**config.mk**
```make
export PLATFORM = sky130hd
export DESIGN_NAME = div_sequencer
export DESIGN_NICKNAME = d
export VERILOG_FILES = /design/src/rtl/div_sequencer_pkg.sv /design/src/rtl/div_sign_fix.sv /design/src/rtl/div_sequencer.sv
export SDC_FILE = /design/constraint.sdc
export NUM_CORES = 1
export LEC_CHECK = 0
export ABC_CLOCK_PERIOD_IN_PS = 22000
export CAP_MARGIN = 10
export CORE_MARGIN = 2
export CORE_UTILIZATION = 53
export DETAILED_ROUTE_END_ITERATION = 10
export GPL_TIMING_DRIVEN = 0
export PLACE_DENSITY = 0.93
export SYNTH_ARGS = -nofsm -noshare
export SYNTH_HDL_FRONTEND = slang
export SYNTH_SLANG_ARGS = --single-unit
```
**constraint.sdc**
```tcl
create_clock -name clock -period 22 [get_ports clock]
set_input_delay 4.4 -clock clock [delete_from_list [all_inputs] [get_ports clock]]
set_output_delay 4.4 -clock clock [all_outputs]
set_load 0.01 [all_outputs]
```
**src/rtl/div_sequencer_pkg.sv**
```systemverilog
// Shared types and constants for the divide sequencer and its sign helper.
package div_sequencer_pkg;

  localparam int unsigned DATA_W  = 32;
  localparam int unsigned COUNT_W = 4;

  localparam logic [DATA_W-1:0] DIV_ZERO_LO = 32'hFFFF_FFFF;

  typedef enum logic [2:0] {
    IDLE = 3'd0,
    LOAD = 3'd1,
    WAIT = 3'd2,
    FIX  = 3'd3,
    DONE = 3'd4
  } state_t;

endpackage

```
**src/rtl/div_sign_fix.sv**
```systemverilog
// Conditional two's-complement negation: used for operand magnitudes and result sign fix-up.
module div_sign_fix
  import div_sequencer_pkg::*;
(
  input  logic [DATA_W-1:0] value,
  input  logic              negate,
  output logic [DATA_W-1:0] result
);

  always_comb begin
    result = value;
    if (negate) begin
      result = '0 - value;
    end
  end

endmodule

```
**src/rtl/div_sequencer.sv**
```systemverilog
// Sequencer wrapping an external unsigned divide core with signed pre/post processing.
// Optional feature: define DIV_ZERO_TRAP_EN to short-circuit zero divisors straight to DONE.
module div_sequencer
  import div_sequencer_pkg::*;
#(
  parameter int unsigned SETTLE_CYCLES = 4
) (
  input  logic              clock,
  input  logic              clear,
  input  logic              start,
  input  logic              is_signed,
  input  logic [DATA_W-1:0] dividend,
  input  logic [DATA_W-1:0] divisor,
  output logic [DATA_W-1:0] core_a,
  output logic [DATA_W-1:0] core_b,
  input  logic [DATA_W-1:0] core_q,
  input  logic [DATA_W-1:0] core_r,
  output logic [DATA_W-1:0] lo,
  output logic [DATA_W-1:0] hi,
  output logic              busy,
  output logic              done,
  output logic              dz
);

  localparam logic [COUNT_W-1:0] SETTLE_INIT = COUNT_W'(SETTLE_CYCLES - 1);

  state_t              state;
  logic [DATA_W-1:0]   op_a;
  logic [DATA_W-1:0]   op_b;
  logic                sgn;
  logic                a_sign;
  logic                b_sign;
  logic [COUNT_W-1:0]  count;

  logic [DATA_W-1:0]   mag_a;
  logic [DATA_W-1:0]   mag_b;
  logic [DATA_W-1:0]   fix_lo;
  logic [DATA_W-1:0]   fix_hi;

  // Truncating division: quotient sign is the XOR of operand signs, remainder follows the dividend.
  div_sign_fix u_abs_a (
    .value  (op_a),
    .negate (sgn & a_sign),
    .result (mag_a)
  );

  div_sign_fix u_abs_b (
    .value  (op_b),
    .negate (sgn & b_sign),
    .result (mag_b)
  );

  div_sign_fix u_fix_q (
    .value  (core_q),
    .negate (sgn & (a_sign ^ b_sign)),
    .result (fix_lo)
  );

  div_sign_fix u_fix_r (
    .value  (core_r),
    .negate (sgn & a_sign),
    .result (fix_hi)
  );

`ifndef DIV_ZERO_TRAP_EN
  assign dz = 1'b0;
`endif

  always_ff @(posedge clock or posedge clear) begin
    if (clear) begin
      state  <= IDLE;
      op_a   <= '0;
      op_b   <= '0;
      sgn    <= 1'b0;
      a_sign <= 1'b0;
      b_sign <= 1'b0;
      count  <= '0;
      core_a <= '0;
      core_b <= '0;
      lo     <= '0;
      hi     <= '0;
      busy   <= 1'b0;
      done   <= 1'b0;
`ifdef DIV_ZERO_TRAP_EN
      dz     <= 1'b0;
`endif
    end else begin
      done <= 1'b0;
      unique case (state)
        IDLE: begin
          if (start) begin
            op_a   <= dividend;
            op_b   <= divisor;
            sgn    <= is_signed;
            a_sign <= dividend[DATA_W-1];
            b_sign <= divisor[DATA_W-1];
`ifdef DIV_ZERO_TRAP_EN
            dz <= 1'b0;
            if (divisor == '0) begin
              lo    <= DIV_ZERO_LO;
              hi    <= dividend;
              dz    <= 1'b1;
              done  <= 1'b1;
              state <= DONE;
            end else begin
              busy  <= 1'b1;
              state <= LOAD;
            end
`else
            busy  <= 1'b1;
            state <= LOAD;
`endif
          end
        end
        LOAD: begin
          core_a <= mag_a;
          core_b <= mag_b;
          count  <= SETTLE_INIT;
          state  <= WAIT;
        end
        WAIT: begin
          if (count == '0) begin
            state <= FIX;
          end else begin
            count <= count - 1'b1;
          end
        end
        FIX: begin
          lo    <= fix_lo;
          hi    <= fix_hi;
          busy  <= 1'b0;
          done  <= 1'b1;
          state <= DONE;
        end
        DONE: begin
          state <= IDLE;
        end
        default: begin
          state <= IDLE;
        end
      endcase
    end
  end

endmodule

```
==> reports/qor.csv <==
metric;value;unit
initial antenna violation count;0;
min-delay worst type;reg -> reg;
min cycle time layout;6.805;ns
io pins;263;
asr flop ratio synth;100.0;%
CTS tree;built;
Final Skew;0.01379;ns
Power Dens Cells;151.7;nW/um^2
hold wc startpoint;hi[4];
row count;50;
Fin Setup TNS;0;ns
Total Wirelength;30460;um
Synth Warn #;0;
first-pass GRT wire length;47300;um
crit path launch type;input port;
Worst Path Arrival;7.17;ns
starting density of the core;54.06;%
via/cell ratio;6.001;
r2r endpoint;core_a[24];
crit end category;register;
Max VDD drop;0.09014;mV
FMAX;147.0;MHz
Max-slew headroom;18.95;%
Seq/Total Area, Yosys;49.99;%
remaining global-route overflow;0;
die height;142.1;um
status;complete, no violations;
Final ANT Viol Nets;0;
Die Span X;142.1;um
Max FO, Critical Path;7;
TritonRoute pass-1 iters;7;
initial drt markers;606;
period utilisation layout;30.93;%
clock sinks;202;
DR WL/cell;19.50;um
DP HPWL;21770;um
Worst-path clk slew;0.06;ns
worst skew pair latency;0.51;ns
via count;9374;
final cell count without fillers;1562;
hold_buf cts;0;
max_cap viols;0;
die area;20200;sq um
r2r setup slk;19.12;ns
root buf cell;clkbuf_16;
Final Max Tran Viols;0;
RR Startpoint;op_a[1];
Placed Instances;1521;
RSZ-0062 raised after global routing;false;
nets;1450;
Post-synth EDFFs;0;
Cells after Synth;1025;
Distinct cells, synth;53;
R2R depth;7;
hold path cells;2;
Post-CTS Setup Bufs;0;
area growth from synthesis to layout;36.64;%
# resized after CTS;0;
vias in the first global route;9148;
gpl congestion;0.9074;
fillcell total;1243;
Post-Syn Area;10110;sq um
WP data required;22.37;ns
#FFs+latches synth;202;
core area;18710;sq um
top_reg_cell synth;dfrtp_1;
critical path class;in -> reg;
layout cells sized above 1;8.509;%
DRC;0;
CTS buffer count;23;
GR Util All Layers;29.54;%
final antenna diode count;0;
IO Port Bufs;261;
Final Setup Violations;0;
worst hold endpoint;hi[4];
htree depth;1;
Fin. Hold Viols;0;
syn avg cell area;9.866;sq um
largest net degree at the start of global routing;122;
Synth Net Count;1163;
Leak;5.556;nW
Slew @ Worst Pin;1.213;ns
CTS Buffer Depth;3;
## flip-flops by register name (all words and copies together) (netlist names)
name / cells
core_a: 32
core_b: 32
hi: 32
lo: 32
op_a: 32
op_b: 32
count: 4
state: 3
busy: 1
done: 1
sgn: 1
## where the power goes
group / total, mW / leakage (nW) / switching [mW] / internal, mW
combinational: 0.994 / 2.72 / 0.506 / 0.488
sequential: 0.716 / 2.46 / 0.157 / 0.559
clock: 0.386 / 0.383 / 0.153 / 0.233
total: 2.10 / 5.56 / 0.815 / 1.28
## cell families after synthesis
group / after synthesis / share of synthesized area [%]
AOI/OAI and AO/OA: 238 / 13.83
xor gates and xnor gates: 115 / 9.960
adders and majority gates: 6 / 0.7424
buffers and inverters: 74 / 2.796
DFF: 202 / 49.99
muxes: 61 / 6.781
other: 1 / 0.03708
and+or+nand+nor: 328 / 15.86
## cells in the mapped netlist (all sizes together) (2+ instances only)
library cell    n  share of area (%)
o41ai          16                1.5
nor3           25                1.2
nand3b          2               0.15
or3            10               0.62
a21oi          21                1.0
a31oi          23                1.4
xnor2          58                5.0
buf             4               0.20
dfrtp         202                 50
or4            21                1.6
xor2           57                4.9
or2             4               0.25
and3            3               0.19
nand2         148                5.5
or4b            2               0.24
ha              6               0.74
and2            6               0.37
o31ai          22                1.6
mux2           60                6.7
nand2b          3               0.19
clkbuf         49                1.8
a41oi           7               0.61
a311oi          2               0.17
nor3b           7               0.52
inv            20               0.74
nand4b          3               0.26
nor2           53                2.0
nand4           8               0.49
a211oi          2               0.15
nand3           4               0.20
nor4b           3               0.26
o21ai         140                6.9
nor4           22                1.5
## layout by cell type (no fill, tap or decap), types with 10 or more instances in the layout
cell type / Yosys / layout
clkdlybuf4s50_1: 0 / 261
dfrtp_1: 202 / 202
nand2_1: 148 / 148
o21ai_0: 139 / 139
mux2_2: 60 / 60
xnor2_1: 58 / 58
xor2_1: 57 / 57
clkbuf_1: 49 / 53
nor2_1: 53 / 53
nor3_1: 25 / 25
a31oi_1: 23 / 23
clkbuf_16: 0 / 23
o31ai_1: 22 / 22
a21oi_1: 21 / 21
nor4_1: 20 / 20
or4_1: 20 / 20
inv_1: 20 / 19
o41ai_1: 15 / 15
or3_1: 10 / 10
## worst max-delay path, cell delays in order
cell and delay (ns):
clkdlybuf4s50_1 0.47, nor4_1 0.88, nand4_1 0.46, o41ai_1 0.66, xor2_1 0.20, o21ai_0 0.09
## worst max-delay path by stage
stage | start | endpoint
global placement | clear | hi[16]
detailed placement | core_r[12] | hi[31]
global route | core_r[12] | hi[31]
floorplan | clear | busy
CTS | core_r[12] | hi[31]
finish | core_r[12] | hi[31]
## layout make-up
type / count / area, sq um / share of cell area (%)
Buffer: 53 / 203.9 / 1.476
Clock buffer: 36 / 714.4 / 5.171
Clock inverter: 5 / 50.05 / 0.3622
Inverter: 21 / 86.33 / 0.6248
Multi-Input combinational cell: 749 / 4775 / 34.56
Sequential cell: 202 / 5055 / 36.58
Tap cell: 234 / 292.8 / 2.119
Timing Repair Buffer: 262 / 2640 / 19.11
## metrics by stage
stage / hold slack (ns) / power [mW] / instance area, sq um / util [%] / setup WS (ns)
floorplan: 0.4686 / 1.253 / 10110 / - / 12.09
finish: 0.4796 / 2.096 / 13820 / 73.87 / 15.20
global route: 0.5019 / 2.229 / 13820 / 73.87 / 15.05
CTS: 0.4826 / 2.094 / 13820 / 73.87 / 15.30
detailed placement: 0.4701 / 1.695 / 13050 / 69.78 / 14.78
global placement: 0.4619 / 1.652 / 13020 / 69.59 / 9.713
## layer usage
metal / part of all wire (%) / up-vias / routed length [um] / GRT usage, %
met5: 0 / - / 0 / 0
li1: - / 4229 / - / -
met2: 48 / 562 / 14680 / 49.73
met4: 3.5 / 0 / 1054 / 11.53
met3: 10 / 86 / 3136 / 7.873
met1: 38 / 4497 / 11590 / 36.42
No activity file was read; power rests on OpenSTA's default activity.
